$ cat config.mk
export PLATFORM = sky130hd
export DESIGN_NAME = uart_rx_framer
export DESIGN_NICKNAME = d
export VERILOG_FILES = /design/src/rtl/uart_pkg.sv /design/src/rtl/uart_commit_fifo.sv /design/src/rtl/uart_rx_framer.sv
export SDC_FILE = /design/constraint.sdc
export NUM_CORES = 1
export LEC_CHECK = 0
export CAP_MARGIN = 20
export CORE_UTILIZATION = 55
export CTS_CLUSTER_SIZE = 8
export DETAILED_ROUTE_END_ITERATION = 10
export PLACE_DENSITY = 0.72
export SETUP_SLACK_MARGIN = 0.15
export SYNTH_ARGS = -nofsm -noshare
export SYNTH_HDL_FRONTEND = slang
export SYNTH_HIERARCHICAL = 1
export SYNTH_SLANG_ARGS = --single-unit
$ cat constraint.sdc
create_clock -name clk_4x -period 4.4 [get_ports clk_4x]
set_input_delay 0.88 -clock clk_4x [delete_from_list [all_inputs] [get_ports clk_4x]]
set_output_delay 0.88 -clock clk_4x [all_outputs]
set_load 0.02 [all_outputs]
$ cat src/rtl/uart_pkg.sv
// Shared definitions for the UART receive path: parser states, rejection
// codes and the default packet sync marker.
package uart_pkg;

  typedef enum logic [2:0] {
    HUNT = 3'd0,
    LEN  = 3'd1,
    DATA = 3'd2,
    CHK  = 3'd3,
    SKIP = 3'd4
  } state_t;

  localparam logic [1:0] ERR_LEN   = 2'd1;
  localparam logic [1:0] ERR_SPACE = 2'd2;
  localparam logic [1:0] ERR_CHK   = 2'd3;

  localparam logic [7:0] SYNC_BYTE_DEFAULT = 8'hA5;

endpackage

$ cat src/rtl/uart_commit_fifo.sv
// Payload FIFO with a speculative write pointer: bytes become readable only
// once committed, and an uncommitted packet can be discarded by rollback.
module uart_commit_fifo #(
  parameter int DEPTH = 16
) (
  input  logic                     clk_4x,
  input  logic                     rst_n,
  input  logic                     wr_en,
  input  logic [8:0]               wr_data,
  input  logic                     commit,
  input  logic                     rollback,
  input  logic                     pop,
  output logic [8:0]               rd_data,
  output logic                     out_valid,
  output logic [$clog2(DEPTH):0]   free_cnt
);

  localparam int AW = $clog2(DEPTH);
  localparam logic [AW:0] PTR_ONE = 1;
  localparam logic [AW:0] DEPTH_P = (AW + 1)'(DEPTH);

  logic [8:0]  mem_q [DEPTH];
  logic [AW:0] rd_ptr_q, rd_ptr_d;
  logic [AW:0] wr_spec_q, wr_spec_d;
  logic [AW:0] wr_commit_q, wr_commit_d;
  logic        do_pop;

  assign out_valid = (wr_commit_q != rd_ptr_q);
  assign do_pop    = pop && out_valid;
  assign rd_data   = mem_q[rd_ptr_q[AW-1:0]];
  // Occupancy counts speculative entries too, so a packet in flight reserves its space.
  assign free_cnt  = DEPTH_P - (wr_spec_q - rd_ptr_q);

  // NOTE: every always_comb output gets a default first so no path can infer a latch.
  always_comb begin
    rd_ptr_d    = rd_ptr_q;
    wr_spec_d   = wr_spec_q;
    wr_commit_d = wr_commit_q;
    if (do_pop)   rd_ptr_d    = rd_ptr_q + PTR_ONE;
    if (wr_en)    wr_spec_d   = wr_spec_q + PTR_ONE;
    if (rollback) wr_spec_d   = wr_commit_q;
    if (commit)   wr_commit_d = wr_spec_q;
  end

  // NOTE: state flops use non-blocking assignments so all registers update together at the edge.
  always_ff @(posedge clk_4x or negedge rst_n) begin
    if (!rst_n) begin
      rd_ptr_q    <= '0;
      wr_spec_q   <= '0;
      wr_commit_q <= '0;
    end else begin
      rd_ptr_q    <= rd_ptr_d;
      wr_spec_q   <= wr_spec_d;
      wr_commit_q <= wr_commit_d;
    end
  end

  // NOTE: storage is deliberately not reset; pointers alone define which entries are valid.
  always_ff @(posedge clk_4x) begin
    if (wr_en) mem_q[wr_spec_q[AW-1:0]] <= wr_data;
  end

endmodule

$ cat src/rtl/uart_rx_framer.sv
// Packet deframer behind the UART receiver: finds sync, checks length and
// checksum, and releases payload to the consumer only for good packets.
module uart_rx_framer
  import uart_pkg::*;
#(
  parameter int         DEPTH     = 16,
  parameter logic [7:0] SYNC_BYTE = SYNC_BYTE_DEFAULT,
  parameter int         MAX_LEN   = 16
) (
  input  logic       clk_4x,
  input  logic       rst_n,
  input  logic [7:0] in_data,
  input  logic       in_valid,
  output logic [7:0] out_data,
  output logic       out_last,
  output logic       out_valid,
  input  logic       out_ready,
  output logic       pkt_ok,
  output logic       pkt_err,
  output logic [1:0] err_code
);

  localparam int AW = $clog2(DEPTH);

  state_t      state_q, state_d;
  logic [7:0]  acc_q, acc_d;
  logic [8:0]  cnt_q, cnt_d;
  logic        ok_q, ok_d;
  logic        err_q, err_d;
  logic [1:0]  code_q, code_d;

  logic        wr_en, commit, rollback;
  logic [8:0]  rd_data;
  logic [AW:0] free_cnt;
  logic [15:0] len_w;

  assign len_w = {8'd0, in_data};

  always_comb begin
    state_d  = state_q;
    acc_d    = acc_q;
    cnt_d    = cnt_q;
    ok_d     = 1'b0;
    err_d    = 1'b0;
    code_d   = 2'd0;
    wr_en    = 1'b0;
    commit   = 1'b0;
    rollback = 1'b0;
    if (in_valid) begin
      case (state_q)
        HUNT: if (in_data == SYNC_BYTE) state_d = LEN;
        LEN: begin
          if (in_data == 8'd0 || len_w > 16'(MAX_LEN)) begin
            err_d   = 1'b1;
            code_d  = ERR_LEN;
            state_d = HUNT;
          end else if (len_w > 16'(free_cnt)) begin
            // Skip the payload plus its checksum byte.
            cnt_d   = len_w[8:0] + 9'd1;
            state_d = SKIP;
          end else begin
            cnt_d   = len_w[8:0];
            acc_d   = in_data;
            state_d = DATA;
          end
        end
        DATA: begin
          wr_en = 1'b1;
          acc_d = acc_q + in_data;
          cnt_d = cnt_q - 9'd1;
          if (cnt_q == 9'd1) state_d = CHK;
        end
        CHK: begin
          if (in_data == acc_q) begin
            commit = 1'b1;
            ok_d   = 1'b1;
          end else begin
            rollback = 1'b1;
            err_d    = 1'b1;
            code_d   = ERR_CHK;
          end
          state_d = HUNT;
        end
        SKIP: begin
          cnt_d = cnt_q - 9'd1;
          if (cnt_q == 9'd1) begin
            err_d   = 1'b1;
            code_d  = ERR_SPACE;
            state_d = HUNT;
          end
        end
        default: state_d = HUNT;
      endcase
    end
  end

  always_ff @(posedge clk_4x or negedge rst_n) begin
    if (!rst_n) begin
      state_q <= HUNT;
      acc_q   <= '0;
      cnt_q   <= '0;
      ok_q    <= 1'b0;
      err_q   <= 1'b0;
      code_q  <= '0;
    end else begin
      state_q <= state_d;
      acc_q   <= acc_d;
      cnt_q   <= cnt_d;
      ok_q    <= ok_d;
      err_q   <= err_d;
      code_q  <= code_d;
    end
  end

  uart_commit_fifo #(.DEPTH(DEPTH)) u_fifo (
    .clk_4x   (clk_4x),
    .rst_n    (rst_n),
    .wr_en    (wr_en),
    .wr_data  ({cnt_q == 9'd1, in_data}),
    .commit   (commit),
    .rollback (rollback),
    .pop      (out_ready),
    .rd_data  (rd_data),
    .out_valid(out_valid),
    .free_cnt (free_cnt)
  );

  assign out_data = rd_data[7:0];
  assign out_last = rd_data[8];
  assign pkt_ok   = ok_q;
  assign pkt_err  = err_q;
  assign err_code = code_q;

endmodule

==> metrics.md <==
| Metric | Value |
|---|---|
| Mapped Avg Cell Area | 13.94 µm² |
| Met1 GRT Util | 31.05% |
| Die Height | 127.5 µm |
| Final worst path period need | 3.968 ns |
| Max cap viols | 0 |
| Pwr/cell area | 678.1 mW/mm² |
| Initial Util | 56.74% |
| Vias in the first global route | 5513 |
| Mapped Area | 0.008657 mm² |
| Syn Nets | 664 |
| DR vias/cell | 5.967 |
| Deepest clock path buffer count | 2 |
| Post-detailed-route wirelength per cell | 20.78 µm |
| IO Port Bufs | 25 |
| Max rail drop VDD | 0.3561 mV |
| Largest net degree at the start of global routing | 40 |
| Fin Hold WS | 0.5333 ns |
| Worst-path cell chain | buf_4, nor2b_1, a221oi_1, o21ai_1, nand2_1, clkdlybuf4s50_1 |
| GRT Total Usage | 24.83% |
| R2R depth | 13 |
| Core area | 0.01526 mm² |
| Critical Path Fanout Max | 16 |
| Grt ovf | 0 |
| Register area share after synthesis | 61.22% |
| Grt peak-use layer | met2 |
| HP Class | register to register |
| Synth Area in Compound Gates | 8.209% |
| Worst setup path class | register to output port |
| Area Growth Syn to Fin | 12.68% |
| Main flop type after synthesis | edfxtp_1 |
| TritonCTS buffer count | 17 |
| Post-Route Utilization | 63.93% |
| Synth unique cells | 63 |
| CTS clk-pin slew, worst paths | 0.06 ns |
| Crit end category | output port |
| YS warnings | 6 |
| Fmax | 252.0 MHz |
| Root buffer cell | clkbuf_16 |
| Hold Buf Count CTS | 0 |
| CP startpoint kind | register |
| Initial antenna violation count | 0 |
| Post-DP HPWL | 12.33 mm |
| Cts repair resizes | 0 |
| # IOs | 26 |
| Met2 usage | 43.01% |
| Total power | 6.614 mW |
| CP max stage delay | 0.70 ns |
| Row cnt | 45 |
| Status | complete, no violations |
| Skew-Pair Late Insertion Delay | 0.44 ns |
| Diodes inserted | 0 |
| Worst slew margin | 34.26% |
| Mux contribution to synthesized area | 10.91% |
| Area share of fa/ha/maj cells after synthesis | 4.654% |
| Critical path's slowest cell | nor2b_1 |
| XOR/XNOR Fraction of Synth Area | 2.717% |
| Layout cells sized above 1 | 14.16% |
| Finish-stage setup viols | 0 |
| Post-CTS Setup Inserts | 0 |
| RSZ-0062 raised after global routing | no |
| Global-route wire length before repair | 29.35 mm |
| H-Tree Depth | 4 |
| Net count, final | 708 |
| CTS tree | built |
| Leak Pwr | 3.636 nW |
| WHS Path Cells | 2 |
| Antenna-violating nets left | 0 |
| Slew @ Worst Pin | 0.9825 ns |
| Total clock sinks | 183 |
| Max Slew Vio Count | 0 |
| Die X | 127.5 µm |
| Critical Path AT | 3.09 ns |
| Die area | 0.01625 mm² |
| Delay-heaviest family, CP | buffers and inverters |
| Simple-gate share of the synthesized area | 8.469% |
| Post-Route WL | 18.47 mm |
| Post-synth ARST share | 21.31% |
| Tcrit/Tclk final | 90.18% |
| Setup_tns | 0 ns |
| RD Place Congestion | 0.8041 |
| Worst path depth | 6 |
| Post-synthesis register bit count | 183 |
| Critical Path RT | 3.52 ns |
| Met3 Track Usage GR | 4.899% |
| CP bufs+invs | 2 |
| Initial drt markers | 421 |
| Pre-antenna DRT Iters | 5 |
| Number of flops mapped to enable cells by yosys | 144 |
| Clock Skew | 0.004715 ns |
| Largest family of logic cells by synthesized area | multiplexers |
| Drt drc | 0 |
| Final Hold Fails | 0 |
| Post-Synthesis Cells | 621 |
| Routed vias | 5305 |
metal layers:
| metal | wire length [µm] | up-vias |
|---|---|---|
| met1 | 7821 | 2674 |
| met2 | 9586 | 157 |
| li1 | - | 2450 |
| met5 | 0 | - |
| met4 | 284 | 0 |
| met3 | 776 | 24 |
cells in the final DEF, fill, tap and decap left out, types with 10 or more instances in the layout:
master	synthesis	routed
buf_4	5	30
o21ai_0	10	10
o21ai_1	21	21
ha_1	29	29
clkbuf_16	0	17
o211ai_1	12	12
nand3_1	10	10
inv_1	27	27
dfrtp_1	39	38
nor2_1	37	37
mux4_2	13	13
nor3_1	16	16
nand2_1	42	42
xnor2_1	20	20
clkdlybuf4s50_1	0	24
a21oi_1	22	22
mux2i_1	43	43
edfxtp_1	144	144
stage by stage:
| step | cell area, µm² | cells | setup WS (ns) |
|---|---|---|---|
| 5_1_grt | 9754 | 889 | 0.2548 |
| 3_5_place_dp | 9186 | 857 | 0.6357 |
| 3_3_place_gp | 9186 | 857 | 0.7147 |
| 4_1_cts | 9754 | 889 | 0.4090 |
| 2_1_floorplan | 8657 | 621 | 1.125 |
| 6_report | 9754 | 889 | 0.4320 |
worst reg2reg max path: stages (launching register included):
cell and delay, ns:
dfrtp_1 0.63, ha_1 0.33, ha_1 0.21, inv_1 0.07
fa_1 0.40, inv_1 0.07, inv_1 0.04, ha_1 0.28
o21ai_1 0.14, a21oi_1 0.05, o31a_2 0.37, nor2_1 0.40
mux2i_1 0.32, o211ai_1 0.13
registers in the layout, indices dropped and copies added, names as in the netlist:
register / cells
cnt_q: 9
u_fifo/rd_ptr_q: 5
u_fifo/mem_q: 144
pkt_err: 1
u_fifo/wr_commit_q: 5
pkt_ok: 1
state_q: 3
u_fifo/wr_spec_q: 5
err_code: 2
acc_q: 8
where the power goes:
group,total [mW],switching [mW],internal [mW]
sequential,2.31,0.221,2.09
clock,1.47,0.678,0.790
combinational,2.84,1.60,1.24
cell usage after synthesis, types with 13 or more instances:
library cell	number	area, µm²
edfxtp_1	144	4324
mux2i_1	43	430.4
nand2_1	42	157.7
dfrtp_1	39	975.9
nor2_1	37	138.9
ha_1	29	362.9
inv_1	27	101.4
a21oi_1	22	110.1
o21ai_1	21	105.1
xnor2_1	20	175.2
nor3_1	16	80.08
mux4_2	13	292.8
cells by family after synthesis:
kind of cell / after synthesis
muxes: 69
xor gates and xnor gates: 26
buffers and inverters: 58
adders and majority gates: 31
and+or+nand+nor: 147
AOI/OAI and AO/OA: 107
DFF: 183
area by class of cell:
class,instances,area (µm²)
clock buffer,17,425.4
clock inverter,15,142.6
fill,1105,5504
inverter,27,101.3
multi-input combinational,380,3027
sequential,183,5304
tap,211,264.0
timing repair buffer,56,490.5
worst paths after layout:
path                                                   end  slack [ns]                         startpoint
setup reg to reg                      cnt_q[1]$_DFFE_PN0P_        0.85     u_fifo/rd_ptr_q[1]$_DFFE_PN0P_
max in group asynchronous   u_fifo/rd_ptr_q[0]$_DFFE_PN0P_        3.19                              rst_n
setup / recovery                               out_data[1]        0.43     u_fifo/rd_ptr_q[2]$_DFFE_PN0P_
hold / removal             u_fifo/wr_spec_q[4]$_DFFE_PN0P_        0.53  u_fifo/wr_commit_q[4]$_DFFE_PN0P_
hold reg to reg            u_fifo/wr_spec_q[4]$_DFFE_PN0P_        0.53  u_fifo/wr_commit_q[4]$_DFFE_PN0P_
min in group asynchronous             acc_q[6]$_DFFE_PN0P_        0.56                              rst_n
No activity file was read; power rests on OpenSTA's default activity.
